--- src/rtl/dpsram_pkg.sv ---
// Shared definitions for initiators of the byte-writable dual-port SRAM:
// burst FSM state encoding, default widths and the response FIFO beat format.
package dpsram_pkg;

   localparam int DPSRAM_ADDR_WIDTH = 10;
   localparam int DPSRAM_LEN_WIDTH  = 4;
   localparam int DPSRAM_FIFO_DEPTH = 4;
   localparam int DPSRAM_DATA_WIDTH = 32;
   localparam int DPSRAM_STRB_WIDTH = DPSRAM_DATA_WIDTH / 8;

   typedef enum logic [1:0] {
      ST_IDLE  = 2'd0,
      ST_WRITE = 2'd1,
      ST_READ  = 2'd2
   } burst_state_t;

   // One read-response beat as stored in the response FIFO.
   typedef struct packed {
      logic                         last;
      logic [DPSRAM_DATA_WIDTH-1:0] data;
   } rsp_beat_t;

endpackage

--- src/rtl/dpsram_rsp_fifo.sv ---
// Read-response FIFO for dpsram_burst_master. Holds {last, data} beats,
// show-ahead read port, exposes its occupancy for credit tracking.
// Push while full is legal only together with a pop (the slot is recycled).
module dpsram_rsp_fifo
   import dpsram_pkg::*;
#(
   parameter int DEPTH = DPSRAM_FIFO_DEPTH
) (
   input  logic                   clk,
   input  logic                   rst,
   input  logic                   push,
   input  rsp_beat_t              push_data,
   input  logic                   pop,
   output rsp_beat_t              pop_data,
   output logic [$clog2(DEPTH):0] count
);

   localparam int PTR_W = $clog2(DEPTH);
   localparam int CNT_W = PTR_W + 1;

   rsp_beat_t        store [DEPTH];
   logic [PTR_W-1:0] wr_ptr;
   logic [PTR_W-1:0] rd_ptr;

   // Storage write; validity lives in count, so the array itself needs no reset.
   // NOTE: storage arrays are left unreset; the consumer gates the read port with
   // the occupancy, which keeps the array out of the reset tree.
   always_ff @(posedge clk) begin
      if (push) store[wr_ptr] <= push_data;
   end

   // Pointer and occupancy tracking; simultaneous push and pop leave count unchanged.
   always_ff @(posedge clk or posedge rst) begin
      if (rst) begin
         wr_ptr <= '0;
         rd_ptr <= '0;
         count  <= '0;
      end else begin
         if (push) wr_ptr <= wr_ptr + PTR_W'(1);
         if (pop)  rd_ptr <= rd_ptr + PTR_W'(1);
         case ({push, pop})
            2'b10:   count <= count + CNT_W'(1);
            2'b01:   count <= count - CNT_W'(1);
            default: count <= count;
         endcase
      end
   end

   assign pop_data = store[rd_ptr];

endmodule

--- src/rtl/dpsram_burst_master.sv ---
// Burst initiator for one port of the byte-writable dual-port SRAM.
// Converts command / write-data / read-data streams into mem_* accesses.
// The SRAM cannot stall, so reads are only issued while the response FIFO
// has a free slot counting the beat already in flight.
// Optional: define DPSRAM_BURST_WRAP_EN to wrap bursts inside the aligned
// 2^LEN_WIDTH-word block (critical-word-first cache fills).
module dpsram_burst_master
   import dpsram_pkg::*;
#(
   parameter int ADDR_WIDTH = DPSRAM_ADDR_WIDTH,
   parameter int LEN_WIDTH  = DPSRAM_LEN_WIDTH,
   parameter int FIFO_DEPTH = DPSRAM_FIFO_DEPTH
) (
   input  logic                  clk,
   input  logic                  rst,
   input  logic                  cmd_valid,
   output logic                  cmd_ready,
   input  logic                  cmd_write,
   input  logic [ADDR_WIDTH-1:0] cmd_addr,
   input  logic [LEN_WIDTH-1:0]  cmd_len,
   input  logic                  wr_valid,
   output logic                  wr_ready,
   input  logic [31:0]           wr_data,
   input  logic [3:0]            wr_strb,
   output logic                  rd_valid,
   input  logic                  rd_ready,
   output logic [31:0]           rd_data,
   output logic                  rd_last,
   output logic                  mem_en,
   output logic [3:0]            mem_we,
   output logic [ADDR_WIDTH-1:0] mem_addr,
   output logic [31:0]           mem_din,
   input  logic [31:0]           mem_dout
);

   localparam int CNT_W = $clog2(FIFO_DEPTH) + 1;
   localparam int OCC_W = CNT_W + 1;

   burst_state_t          state;
   logic [ADDR_WIDTH-1:0] cur_addr;
   logic [ADDR_WIDTH-1:0] next_addr;
   logic [LEN_WIDTH-1:0]  beats_left;
   logic                  inflight;
   logic                  inflight_last;
   logic [CNT_W-1:0]      fifo_count;
   logic [OCC_W-1:0]      occupancy;
   logic                  rd_pop;
   logic                  rd_issue;
   logic                  wr_beat;
   logic                  last_beat;
   rsp_beat_t             push_beat;
   rsp_beat_t             head_beat;

   assign cmd_ready = (state == ST_IDLE);
   assign wr_ready  = (state == ST_WRITE);
   assign last_beat = (beats_left == '0);

   // Credit: FIFO entries plus the beat in flight, less the entry popped this
   // cycle, so a pop on a full FIFO re-opens issue in the same cycle.
   assign rd_pop    = rd_valid & rd_ready;
   assign occupancy = OCC_W'(fifo_count) + OCC_W'(inflight) - OCC_W'(rd_pop);
   assign rd_issue  = (state == ST_READ) && (occupancy < OCC_W'(FIFO_DEPTH));
   assign wr_beat   = (state == ST_WRITE) && wr_valid;

`ifdef DPSRAM_BURST_WRAP_EN
   // Only the in-block offset advances; the aligned block base is held.
   logic [LEN_WIDTH-1:0] low_next;
   assign low_next  = cur_addr[LEN_WIDTH-1:0] + LEN_WIDTH'(1);
   assign next_addr = {cur_addr[ADDR_WIDTH-1:LEN_WIDTH], low_next};
`else
   // Linear increment, wrapping naturally at the top of the address space.
   assign next_addr = cur_addr + ADDR_WIDTH'(1);
`endif

   // SRAM port drive: one access per write beat or read issue, idle-zero otherwise.
   always_comb begin
      // NOTE: every output gets a default first so no path leaves it unassigned
      // and no latch is inferred.
      mem_en   = 1'b0;
      mem_we   = '0;
      mem_addr = '0;
      mem_din  = '0;
      if (wr_beat) begin
         mem_en   = 1'b1;
         mem_we   = wr_strb;
         mem_addr = cur_addr;
         mem_din  = wr_data;
      end else if (rd_issue) begin
         mem_en   = 1'b1;
         mem_addr = cur_addr;
      end
   end

   // Burst FSM with address/beat counters and the one-deep in-flight read tag.
   always_ff @(posedge clk or posedge rst) begin
      if (rst) begin
         state         <= ST_IDLE;
         cur_addr      <= '0;
         beats_left    <= '0;
         inflight      <= 1'b0;
         inflight_last <= 1'b0;
      end else begin
         // NOTE: non-blocking assignments throughout, so every register here
         // sees the pre-edge values of the others.
         inflight      <= rd_issue;
         inflight_last <= rd_issue & last_beat;
         case (state)
            ST_IDLE: begin
               if (cmd_valid) begin
                  cur_addr   <= cmd_addr;
                  beats_left <= cmd_len;
                  state      <= cmd_write ? ST_WRITE : ST_READ;
               end
            end
            ST_WRITE, ST_READ: begin
               if (wr_beat || rd_issue) begin
                  if (last_beat) begin
                     state <= ST_IDLE;
                  end else begin
                     beats_left <= beats_left - LEN_WIDTH'(1);
                     cur_addr   <= next_addr;
                  end
               end
            end
            default: state <= ST_IDLE;
         endcase
      end
   end

   // SRAM data lands one cycle after issue and is captured with its last tag.
   assign push_beat = '{last: inflight_last, data: mem_dout};

   dpsram_rsp_fifo #(
      .DEPTH(FIFO_DEPTH)
   ) u_rsp_fifo (
      .clk      (clk),
      .rst      (rst),
      .push     (inflight),
      .push_data(push_beat),
      .pop      (rd_pop),
      .pop_data (head_beat),
      .count    (fifo_count)
   );

   // Read port is gated by occupancy so stale storage never reaches the client.
   assign rd_valid = (fifo_count != '0);
   assign rd_data  = rd_valid ? head_beat.data : '0;
   assign rd_last  = rd_valid & head_beat.last;

endmodule

--- config.mk ---
export PLATFORM = sky130hd
export DESIGN_NAME = dpsram_burst_master
export DESIGN_NICKNAME = d
export VERILOG_FILES = /design/src/rtl/dpsram_pkg.sv /design/src/rtl/dpsram_rsp_fifo.sv /design/src/rtl/dpsram_burst_master.sv
export SDC_FILE = /design/constraint.sdc
export NUM_CORES = 1
export LEC_CHECK = 0
export CORE_UTILIZATION = 32
export CTS_CLUSTER_SIZE = 20
export DETAILED_ROUTE_END_ITERATION = 6
export SYNTH_ARGS = -nofsm -noshare
export SYNTH_HDL_FRONTEND = slang
export SYNTH_SLANG_ARGS = --single-unit
--- constraint.sdc ---
create_clock -name clk -period 7.83 [get_ports clk]
set_input_delay 1.566 -clock clk [delete_from_list [all_inputs] [get_ports clk]]
set_output_delay 1.566 -clock clk [all_outputs]
set_load 0.1 [all_outputs]
==> impl.org, run 1 <==
** Routing
- After detailed routing, the number of vias per cell comes to 4.908.
- Antenna Nets Post-Route :: 0
- In the final routed layout, each cell accounts on average for ~18 um.
- Wires add up to 16120 um.
- Number of remaining DRC errors :: 0
- DR pass1 iterations :: 5
- Summing over every cut layer, the via total after detailed routing is 4501.
- Drt initial violations :: 224

** Clock network
- Clock tree root buffer cell :: sky130_fd_sc_hd__clkbuf_16
- TritonCTS built the clock tree.
- The later pin in the worst-skew pair is clocked with a latency of 420 ps.
- Number of gates resized after CTS :: 0
- Total number of clock tree sinks :: 157
- The number of hold buffers added after CTS was 0.
- The H-tree was split into 4 levels.
- Maximum root-to-sink buffer count :: 2
- Clock transition time at the flip-flop clock pins of the worst setup and hold paths :: 60 ps
- Post-CTS setup buffer count :: 0
- Number of clock buffers inserted by TritonCTS :: 17

** Min path
- Tightest Hold Check Type :: flip-flop to flip-flop

** Timing
- Peak clock frequency supported by timing :: approximately 150 MHz
- Pin slew with the least headroom to its limit :: slightly above 1000 ps
- Dividing the final minimum period by the clock period gives between 80% and 90%.
- After layout, the minimum clock period comes to 6701 ps.
- Across the routed clock network, the largest skew measured is 8.367 ps.
- Setup tns final :: 0 ps
- The final-report hold violation count came to 0.
- Max-slew violations :: 0
- Setup violations remaining at the end of the flow were counted as 0.
- Max_slew headroom :: a little under a third
- Setup repair after global routing missed its margin :: no

** Synthesis
- Synth Flop Type :: sky130_fd_sc_hd__edfxtp_1
- Counting flops with a built-in enable in the synthesized netlist gives 132.
- Summing the sequential cell areas from Yosys gives 64.82% of the chip area.
- The Yosys step of the flow raised 0 warnings.
- Summing every instance area after synthesis gives 0.007081 sq mm.
- Counting flops with an async set or reset pin after synthesis yields a share of 15.92%.
- Post-synthesis area per instance :: around 15 sq um
- Cells after Synth :: approximately 460
- Yosys mapped the design onto 55 distinct sky130hd cell types.
- Net count after synthesis :: 560
- In this run, synthesis produced a sequential element count of 157.

** Floorplan
- The core region is 0.02176 sq mm.
- The die covers 0.02273 sq mm.
- The initialized floorplan defines 54 standard-cell rows.
- In this run the vertical extent of the chip is between 150 and 200 um.
- Die width :: between 150 and 200 um
- Number of ports placed on the die boundary :: 171
- Initial core utilization :: about a third

** Final layout
- For this run, the post-layout net count is approximately 730.
- The repair_antennas step left the layout with diodes totalling 0.
- Leaving out fill and tap cells, the most frequent cell in the layout is sky130_fd_sc_hd__clkdlybuf4s50_1.
- In the layout the commonest cells are 170 x sky130_fd_sc_hd__clkdlybuf4s50_1, 132 x sky130_fd_sc_hd__edfxtp_1, 46 x sky130_fd_sc_hd__and2_1, 37 x sky130_fd_sc_hd__and3_1, 33 x sky130_fd_sc_hd__mux4_2.
- Fraction of final layout cells sized beyond drive strength 1 :: 13.97%
- Layout fillers :: 1941
- Relative to the synthesized area, the layout overhead comes to 36.00%.

** Run status
- Outcome :: finished, final reports clean

** GRT
- Wire length of the first global-routing pass :: 24650 um
- Number of global-route vias before repair :: 4540
- For this run, global-route usage on met2 was measured as about a quarter.
- Summed over all layers, the global routing overflow is 0.
- Pin count of the biggest net entering global routing :: 39
- Global routing used 3.758% of the available met3 tracks.
- Number of antenna violations at the first check in global routing :: 0
- In this run the most used layer during global routing was met2.
- GR Util met1 :: 18.66%
- Global routing used 14.37% of the available tracks.

** Place
- Number of port buffers :: 170
- Final weighted congestion in routability-driven placement :: between 0.7 and 0.8
- Final HPWL from detailed placement :: 10330 um

** Critical path
- Crit path arrival time :: between 5000 and 6000 ps
- Critical path start-end classification :: input pin to output pin
- In this run the worst path has a maximum fanout of 14.
- STA classifies the critical path startpoint as an input pin.
- Required arrival time at the worst endpoint :: approximately 6300 ps
- Sequence of cells on the critical path :: clkdlybuf4s50_1, and2b_1, nand2_1, ha_1, nand2_1, o31ai_1, o211ai_2, nand3_1, and2_1, clkdlybuf4s50_1
- Largest stage delay, worst path :: roughly 1100 ps
- Library cell contributing the largest single delay on the critical path :: sky130_fd_sc_hd__clkdlybuf4s50_1
- Endpoint kind of the worst setup timing path :: output pin

** Run
- The tool flagged a number of max-cap violations equal to 0.
[path summary, 6_finish.rpt]
path | startpoint | end | slack (ps) | depth (start not counted)
max | rd_ready | mem_addr[7] | 1130 | 10
min | inflight_last | u_rsp_fifo.store[0][32] | 490 | 0
max reg2reg | u_rsp_fifo.count[0] | cur_addr[1] | 4960 | 9
min reg2reg | inflight_last | u_rsp_fifo.store[0][32] | 490 | 0
max in group asynchronous | rst | u_rsp_fifo.rd_ptr[1] | 5430 | 2
min in group asynchronous | rst | cur_addr[7] | 1700 | 2
[through the flow]
stage          worst slack, ps  cell area [sq um]  hold slack (ps)  std cells  util, %
6_report                  1129               9629            494.7        917    44.26
5_1_grt                  951.8               9629            529.1        917    44.26
4_1_cts                   1130               9629            504.8        917    44.26
3_5_place_dp              1169               9034            490.0        885    41.52
3_3_place_gp              1325               9034            482.1        885    41.52
2_1_floorplan             1631               7081            454.7        459        -
[cell type report]
cell class	instances	area [sq um]	share of cell area (%)
timing repair buffer	172	1717	17.83
tap	280	350.3	3.638
multi-input combinational	265	2333	24.23
clock buffer	20	446.7	4.639
inverter	11	41.29	0.4288
sequential	157	4592	47.69
clock inverter	12	148.9	1.546
[state kept, by name, indices dropped and copies added, names as in the netlist]
name / flops
beats_left: 4
inflight_last: 1
u_rsp_fifo.count: 3
inflight: 1
state: 2
u_rsp_fifo.wr_ptr: 2
cur_addr: 10
u_rsp_fifo.store: 132
u_rsp_fifo.rd_ptr: 2
[worst max-delay path, delay by kind of cell]
kind                     cells  cell delay, ps
buffers and inverters        2            1720
AND/OR/NAND/NOR              5             980
AO/OA/AOI/OAI                2             580
adder cells (fa/ha/maj)      1             270
[routing by layer]
layer  part of all wire (%)  vias to the layer above  routed length [um]
li1                       -                     2094                   -
met1                     44                     2268                7054
met2                     50                      128                8098
met3                    5.2                       11                 837
met4                   0.82                        0                 132
met5                      0                        -                   0
[kinds of logic (layout without fill, tap and decap cells)]
group / after synthesis / in the layout / synth area share, %
multiplexers: 39 / 39 / 11.38
adder cells (fa/ha/maj): 13 / 13 / 2.403
flip-flops: 157 / 157 / 64.82
AND/OR/NAND/NOR: 157 / 157 / 12.72
AO/OA/AOI/OAI: 49 / 49 / 5.513
XOR/XNOR: 7 / 7 / 0.8659
buffers and inverters: 37 / 215 / 2.297
[synth_stat cells, types with 2 or more instances]
library cell | number | area share (%)
sky130_fd_sc_hd__edfxtp_1 | 132 | 56
sky130_fd_sc_hd__and2_1 | 50 | 4.4
sky130_fd_sc_hd__and3_1 | 37 | 3.3
sky130_fd_sc_hd__mux4_2 | 33 | 10
sky130_fd_sc_hd__dfrtp_1 | 25 | 8.8
sky130_fd_sc_hd__nor2_1 | 20 | 1.1
sky130_fd_sc_hd__clkbuf_1 | 18 | 0.95
sky130_fd_sc_hd__nand2_1 | 16 | 0.85
sky130_fd_sc_hd__ha_1 | 12 | 2.1
sky130_fd_sc_hd__inv_1 | 11 | 0.58
sky130_fd_sc_hd__a21oi_1 | 10 | 0.71
sky130_fd_sc_hd__o21ai_0 | 8 | 0.57
sky130_fd_sc_hd__nand3_1 | 7 | 0.49
sky130_fd_sc_hd__a2bb2oi_1 | 5 | 0.62
sky130_fd_sc_hd__xnor2_1 | 5 | 0.62
sky130_fd_sc_hd__buf_2 | 4 | 0.28
sky130_fd_sc_hd__mux2i_1 | 4 | 0.57
sky130_fd_sc_hd__nand4_1 | 4 | 0.35
sky130_fd_sc_hd__o22a_1 | 4 | 0.49
sky130_fd_sc_hd__o22ai_1 | 4 | 0.35
sky130_fd_sc_hd__or2_2 | 4 | 0.35
sky130_fd_sc_hd__a31oi_1 | 3 | 0.27
sky130_fd_sc_hd__nor3_1 | 3 | 0.21
sky130_fd_sc_hd__nor3b_1 | 3 | 0.32
sky130_fd_sc_hd__and3_2 | 2 | 0.21
sky130_fd_sc_hd__o211ai_2 | 2 | 0.35
sky130_fd_sc_hd__o21bai_1 | 2 | 0.21
sky130_fd_sc_hd__o31ai_1 | 2 | 0.21
sky130_fd_sc_hd__or3b_1 | 2 | 0.25
sky130_fd_sc_hd__xor2_1 | 2 | 0.25
Power of run 1 is left out: the tool's default activity adds up to more than one toggle a clock period on the data nets, which glitch-free logic cannot reach.
==> run 2: changes to the inputs <==
--- a/config.mk
+++ b/config.mk
@@ -5,6 +5,7 @@
 export SDC_FILE = /design/constraint.sdc
 export NUM_CORES = 1
 export LEC_CHECK = 0
+export ABC_CLOCK_PERIOD_IN_PS = 7830
 export CORE_UTILIZATION = 32
 export CTS_CLUSTER_SIZE = 20
 export DETAILED_ROUTE_END_ITERATION = 6
==> results of run 2 <==
No change in the layout: final DEF, timing and power equal those of run 1.
Power of run 2 is left out for the same reason.
